===== src/rtl/multdiv_check_pkg.sv =====
`default_nettype none
// ============================================================================
//  Module      : multdiv_check_pkg
//  Description : Shared types and mod-3 helpers for the multiply/divide
//                residue checker.
//  Revision    : 1.0 - initial release
// ============================================================================
package multdiv_check_pkg;

    localparam int c_RES_W = 2;

    typedef logic [c_RES_W-1:0] res_t;

    typedef enum logic [1:0] {
        IDLE   = 2'd0,
        WAIT   = 2'd1,
        CHECK  = 2'd2,
        REPORT = 2'd3
    } state_t;

    typedef enum logic {
        OP_MULT = 1'b0,
        OP_DIV  = 1'b1
    } op_t;

    // Sum of two residues in 0..2, folded back into 0..2.
    function automatic res_t mod3_add(input res_t a, input res_t b);
        logic [2:0] s;
        s = {1'b0, a} + {1'b0, b};
        if (s >= 3'd3) begin
            s = s - 3'd3;
        end
        return s[1:0];
    endfunction

    // Product of two residues in 0..2 (raw product at most 4), folded into 0..2.
    function automatic res_t mod3_mul(input res_t a, input res_t b);
        logic [3:0] p;
        p = {2'b00, a} * {2'b00, b};
        if (p >= 4'd3) begin
            p = p - 4'd3;
        end
        return p[1:0];
    endfunction

endpackage : multdiv_check_pkg
`default_nettype wire


===== src/rtl/mod3_residue.sv =====
`default_nettype none
// ============================================================================
//  Module      : mod3_residue
//  Description : Combinational signed mod-3 residue of a two's-complement
//                value. Base-4 digits are summed in a pairwise tree (4 == 1
//                mod 3), then the sign bit is subtracted (2^n == 1 mod 3).
//  Revision    : 1.0 - initial release
// ============================================================================
module mod3_residue
    import multdiv_check_pkg::*;
#(
    parameter int WIDTH = 32
) (
    input  logic [WIDTH-1:0] value,
    output logic [1:0]       residue
);

    localparam int c_DIGITS = WIDTH / 2;

    // Heap-ordered tree: leaves at c_DIGITS-1 .. 2*c_DIGITS-2, root at 0.
    res_t w_node [0:2*c_DIGITS-2];
    res_t w_unsigned_res;

    // Fold each 2-bit digit into 0..2, then reduce pairwise towards the root.
    always_comb begin
        for (int i = 0; i < c_DIGITS; i++) begin
            w_node[c_DIGITS-1+i] = (value[2*i +: 2] == 2'd3) ? 2'd0 : value[2*i +: 2];
        end
        for (int j = c_DIGITS - 2; j >= 0; j--) begin
            w_node[j] = mod3_add(w_node[2*j+1], w_node[2*j+2]);
        end
        w_unsigned_res = w_node[0];
    end

    // Negative values: subtracting 1 is the same as adding 2 modulo 3.
    assign residue = value[WIDTH-1] ? mod3_add(w_unsigned_res, 2'd2) : w_unsigned_res;

endmodule : mod3_residue
`default_nettype wire


===== config.mk =====
export PLATFORM = sky130hd
export DESIGN_NAME = mod3_residue
export DESIGN_NICKNAME = d
export VERILOG_FILES = /design/src/rtl/multdiv_check_pkg.sv /design/src/rtl/mod3_residue.sv
export SDC_FILE = /design/constraint.sdc
export NUM_CORES = 1
export LEC_CHECK = 0
export ABC_AREA = 1
export ABC_CLOCK_PERIOD_IN_PS = 17730
export BUFFER_PORTS_ARGS = -buffer_cell sky130_fd_sc_hd__buf_4
export CORE_AREA = 2 2 59 61
export DETAILED_ROUTE_END_ITERATION = 8
export DIE_AREA = 0 0 61 63
export PLACE_DENSITY = 0.8
export REMOVE_ABC_BUFFERS = 1
export SLEW_MARGIN = 40
export SYNTH_ARGS = -nofsm -noshare
export SYNTH_HDL_FRONTEND = slang
export SYNTH_SLANG_ARGS = --single-unit

===== constraint.sdc =====
create_clock -name vclk -period 17.73
set_input_delay 1.773 -clock vclk [all_inputs]
set_output_delay 1.773 -clock vclk [all_outputs]
set_load 0.03 [all_outputs]

After elaboration in Yosys (flattened, before gate mapping)
Cells that the tools add are included.
{"block": "totals", "register_bits": 0, "inputBits": 32, "out_inout_bits": 2, "word_cells": 97}
{"block": "op_classes", "n_addsub": 32, "order_cmp": 16, "eq_ne": 16, "muxes": 33}
{"op": "$mux 2", "n": 33}
{"op": "$ge 3x2->1 const B", "n": 16}
{"op": "$add 2x2->3", "n": 15}
{"op": "$eq 2x2->1 const B", "n": 16}
{"op": "$sub 2x2->2 const B", "n": 16}
{"op": "$add 2x2->3 const B", "n": 1}

Depth between registers and ports, before layout
{"block": "depth", "depth_word": 18, "mapped_depth": 36, "depth_no_buf": 36}

Worst setup path before layout
Ideal clock, no wire load.
{"block": "synth_timing", "kind": "input -> output", "startpoint": "input port value[14]", "endpoint": "output port residue[1]", "arrival_time_ns": 7.109, "required_ns": 15.957, "slack_ns": 8.849, "stages": 30, "path_buffers": 0, "cell_sequence": "inv_1 -> nor2_1 -> ha_1 -> fa_1 -> ha_1 -> nor2_1 -> nand2_1 -> xor2_1 -> ha_1 -> fa_1 -> ha_1 -> nor2_1 -> nand2_1 -> xor2_1 -> ha_1 -> fa_1 -> ha_1 -> nor2_2 -> inv_1 -> o21ai_1 -> inv_1 -> ha_1 -> fa_1 -> ha_1 -> nor2_2 -> nand2_1 -> and2_1 -> ha_1 -> nand2_1 -> nand2_1"}
{"block": "synth_between", "elab_chain_cells": 18, "word_cells_on_any_way": 23, "classes_between": "add/sub (10); order compare (5); eq/ne (1); mux (7)"}
{"element": "from (decl)", "line_no": "mod3_residue.sv:14", "text": "input logic [WIDTH-1:0] value,"}
{"element": "$eq 2x2->1", "line_no": "mod3_residue.sv:27", "text": "w_node[c_DIGITS-1+i] = (value[2*i +: 2] == 2'd3) ? 2'd0 : value[2*i +: 2];"}
{"element": "$mux 2 *", "line_no": "mod3_residue.sv:27"}
{"element": "$add 2x2->3 *", "line_no": "multdiv_check_pkg.sv:29", "text": "s = {1'b0, a} + {1'b0, b};"}
{"element": "$ge 3x2->1 / $sub 2x2->2 (equally long branches)", "line_no": "multdiv_check_pkg.sv:30, multdiv_check_pkg.sv:31"}
{"element": "$mux 2 *", "line_no": "multdiv_check_pkg.sv:30", "text": "if (s >= 3'd3) begin"}
{"element": "$add 2x2->3 *", "line_no": "multdiv_check_pkg.sv:29"}
{"element": "$ge 3x2->1 / $sub 2x2->2 (equally long branches)", "line_no": "multdiv_check_pkg.sv:30, multdiv_check_pkg.sv:31"}
{"element": "$mux 2 *", "line_no": "multdiv_check_pkg.sv:30"}
{"element": "[2 not listed]"}
{"element": "$mux 2 *", "line_no": "multdiv_check_pkg.sv:30"}
{"element": "$add 2x2->3 *", "line_no": "multdiv_check_pkg.sv:29"}
{"element": "$ge 3x2->1 / $sub 2x2->2 (equally long branches)", "line_no": "multdiv_check_pkg.sv:30, multdiv_check_pkg.sv:31"}
{"element": "$mux 2 *", "line_no": "multdiv_check_pkg.sv:30"}
{"element": "$add 2x2->3", "line_no": "multdiv_check_pkg.sv:29"}
{"element": "$ge 3x2->1 / $sub 2x2->2 (equally long branches)", "line_no": "multdiv_check_pkg.sv:30, multdiv_check_pkg.sv:31"}
{"element": "$mux 2", "line_no": "multdiv_check_pkg.sv:30"}
{"element": "$mux 2 *", "line_no": "mod3_residue.sv:36", "text": "assign residue = value[WIDTH-1] ? mod3_add(w_unsigned_res, 2'd2) : w_unsigned_res;"}
{"element": "to (decl)", "line_no": "mod3_residue.sv:15", "text": "output logic [1:0] residue"}
Mark *: on every way between the ends. The rest lies on a longest branch, timed or not.

Final worst setup path
Ends and elaborated chain as after synthesis.

==> flow_summary.ini <==
[sta]
slew_headroom_pct = 87.3
setup-violations-final = 0
timing_worst_slew_pin_value_ps = 191
rsz0062_at_grt = false
post-route-min-period_ps = 9220
max_freq_mhz = 108
report.final.hold_viol_count = 0
fin_crit_sh_pct = 52.0
final.setup.tns_ps = 0
report.final.slew_viol_count = 0

[worst_setup_path]
critical_path_type = input pin to output pin
worst-path-max-fanout = 3
slowest_stage = sky130_fd_sc_hd__fa_1
worst_ep_arrival_time_ps = 7450
cpMostUsedCell = sky130_fd_sc_hd__ha_1
data_required_time_at_the_worst_endpoint_ps = 15960
end_kind = output pin
worst_setup_path_start_kind = input pin
cpPeakStageDelay_ps = 490

[global_route]
grt_pass1_vias = 1331
globalRouteTotalUtil_pct = 13.3
grt_max_degree = 5
grt_first_pass_wirelength_um = 4460
antenna_found_initial = 0
grt-ovfl-total = 0

[routing]
routed-wl-met2_um = 1100
routed.top_layer = met3
drt-vias-per-instance = 4.41
met1Wirelength_um = 1070
wl_met3_um = 44
routed_wl_um = 2220
route.detailed.wl_per_inst_um = 6.72
route.antenna.remaining_nets = 0
drt-initial-drc-count = 58
drc_errors = 0
drtPass1Iterations = 4
dr_total_vias = 1454

[min_path]
hp-class = input pin to output pin
hold_path_startpoint = value[31]
worst_hold_path.num_cells = 4
hold_path_end = residue[1]

[die]
top_level_ports = 34
start_util_pct = 48.3
die_h_um = 63
die_x_um = 61
core_area_um2 = 3230
die_area_um2 = 3840
floorplan.rows = 21

[place]
gp_weighted_congestion = 0.749
io_buffer_count = 34
postPlaceCellArea_um2 = 1870
dp_hpwl_um = 2150

[logic_synthesis]
average_instance_area_after_synthesis_um2 = 6.24
synth-seq-area-share_pct = 0
synth.yosys.warnings = 0
synth_area_um2 = 1560
ys_types = 14
syn_inst = 250

[cells_and_area]
final_design_area_no_fill_um2 = 1870
antenna_cells = 0
syn2layout_area_growth_pct = 20.0
final_layout_size_suffix_gt1_share_pct = 15.8
design.seq.count = 0
finalNetCount = 364
number_of_clock_tree_buffers_in_the_layout = 0
area.sequential_um2 = 0
finalCoreUtilization_pct = 58.0

[clock_network]
cts_resized = 0
cts.hold.buffers_added = 0
setup_buffers_after_cts = 0

[outcome]
outcome = finished, final reports clean

[run]
max_cap_viol_count = 0
cell families after synthesis:
logic type | Yosys count | synth area share [%]
adders and majority gates | 46 | 44.1
xor gates and xnor gates | 6 | 3.37
AOI/OAI and AO/OA | 15 | 4.81
buffers and inverters | 60 | 14.4
and+or+nand+nor | 123 | 33.3
per-layer routing:
layer / global-route usage [%] / up-vias
li1: - / 828
met1: 16.3 / 610
met2: 26.6 / 16
met3: 0 / 0
met4: 0 / 0
met5: 0 / -
placed cells by master (no fill, tap or decap), drive strengths merged:
cell type and instances:
a21oi 2, and2 1, buf 34, clkinv 5, fa 15, ha 31
inv 55, nand2 64, nand3 16, nor2 42, o21ai 13, xor2 6
Yosys cell counts, drive strengths merged:
library cell,number,share of area [%]
nand2,64,15
a21oi,2,0.64
clkinv,5,1.2
xor2,6,3.4
o21ai,13,4.2
and2,1,0.40
fa,15,19
nor2,42,11
inv,55,13
ha,31,25
nand3,16,6.7
through the flow:
| step | setup WS (ps) | hold slack, ps | instances |
|---|---|---|---|
| 4_1_cts | 8460 | 3890 | 330 |
| 2_1_floorplan | 8850 | 3760 | 250 |
| 6_report | 8510 | 3890 | 330 |
| 3_5_place_dp | 8460 | 3890 | 330 |
| 5_1_grt | 7980 | 3960 | 330 |
| 3_3_place_gp | 8540 | 3890 | 330 |
worst max path at each step:
stage                            end  cells past startpoint  startpoint  slack (ps)
after floorplan           residue[1]                     30   value[14]        8850
after global placement    residue[1]                     32   value[14]        8540
after detailed placement  residue[1]                     32   value[14]        8460
after CTS                 residue[1]                     32   value[14]        8460
after global routing      residue[1]                     33   value[14]        7980
final                     residue[1]                     32   value[14]        8510
cell type report:
type,count,area [um^2]
fill,321,1360
inverter,60,225
multi-input combinational,190,1340
tap,46,57.6
timing repair buffer,34,255
critical path, delay by kind of cell:
| family | cells | cell delay (ps) |
|---|---|---|
| buffers and inverters | 5 | 410 |
| AOI/OAI and AO/OA | 1 | 110 |
| adders and majority gates | 13 | 3790 |
| xor gates and xnor gates | 2 | 300 |
| and+or+nand+nor | 11 | 1050 |
Power is left out: the tool's default activity adds up to more than one toggle a clock period on the data nets, which glitch-free logic cannot reach.
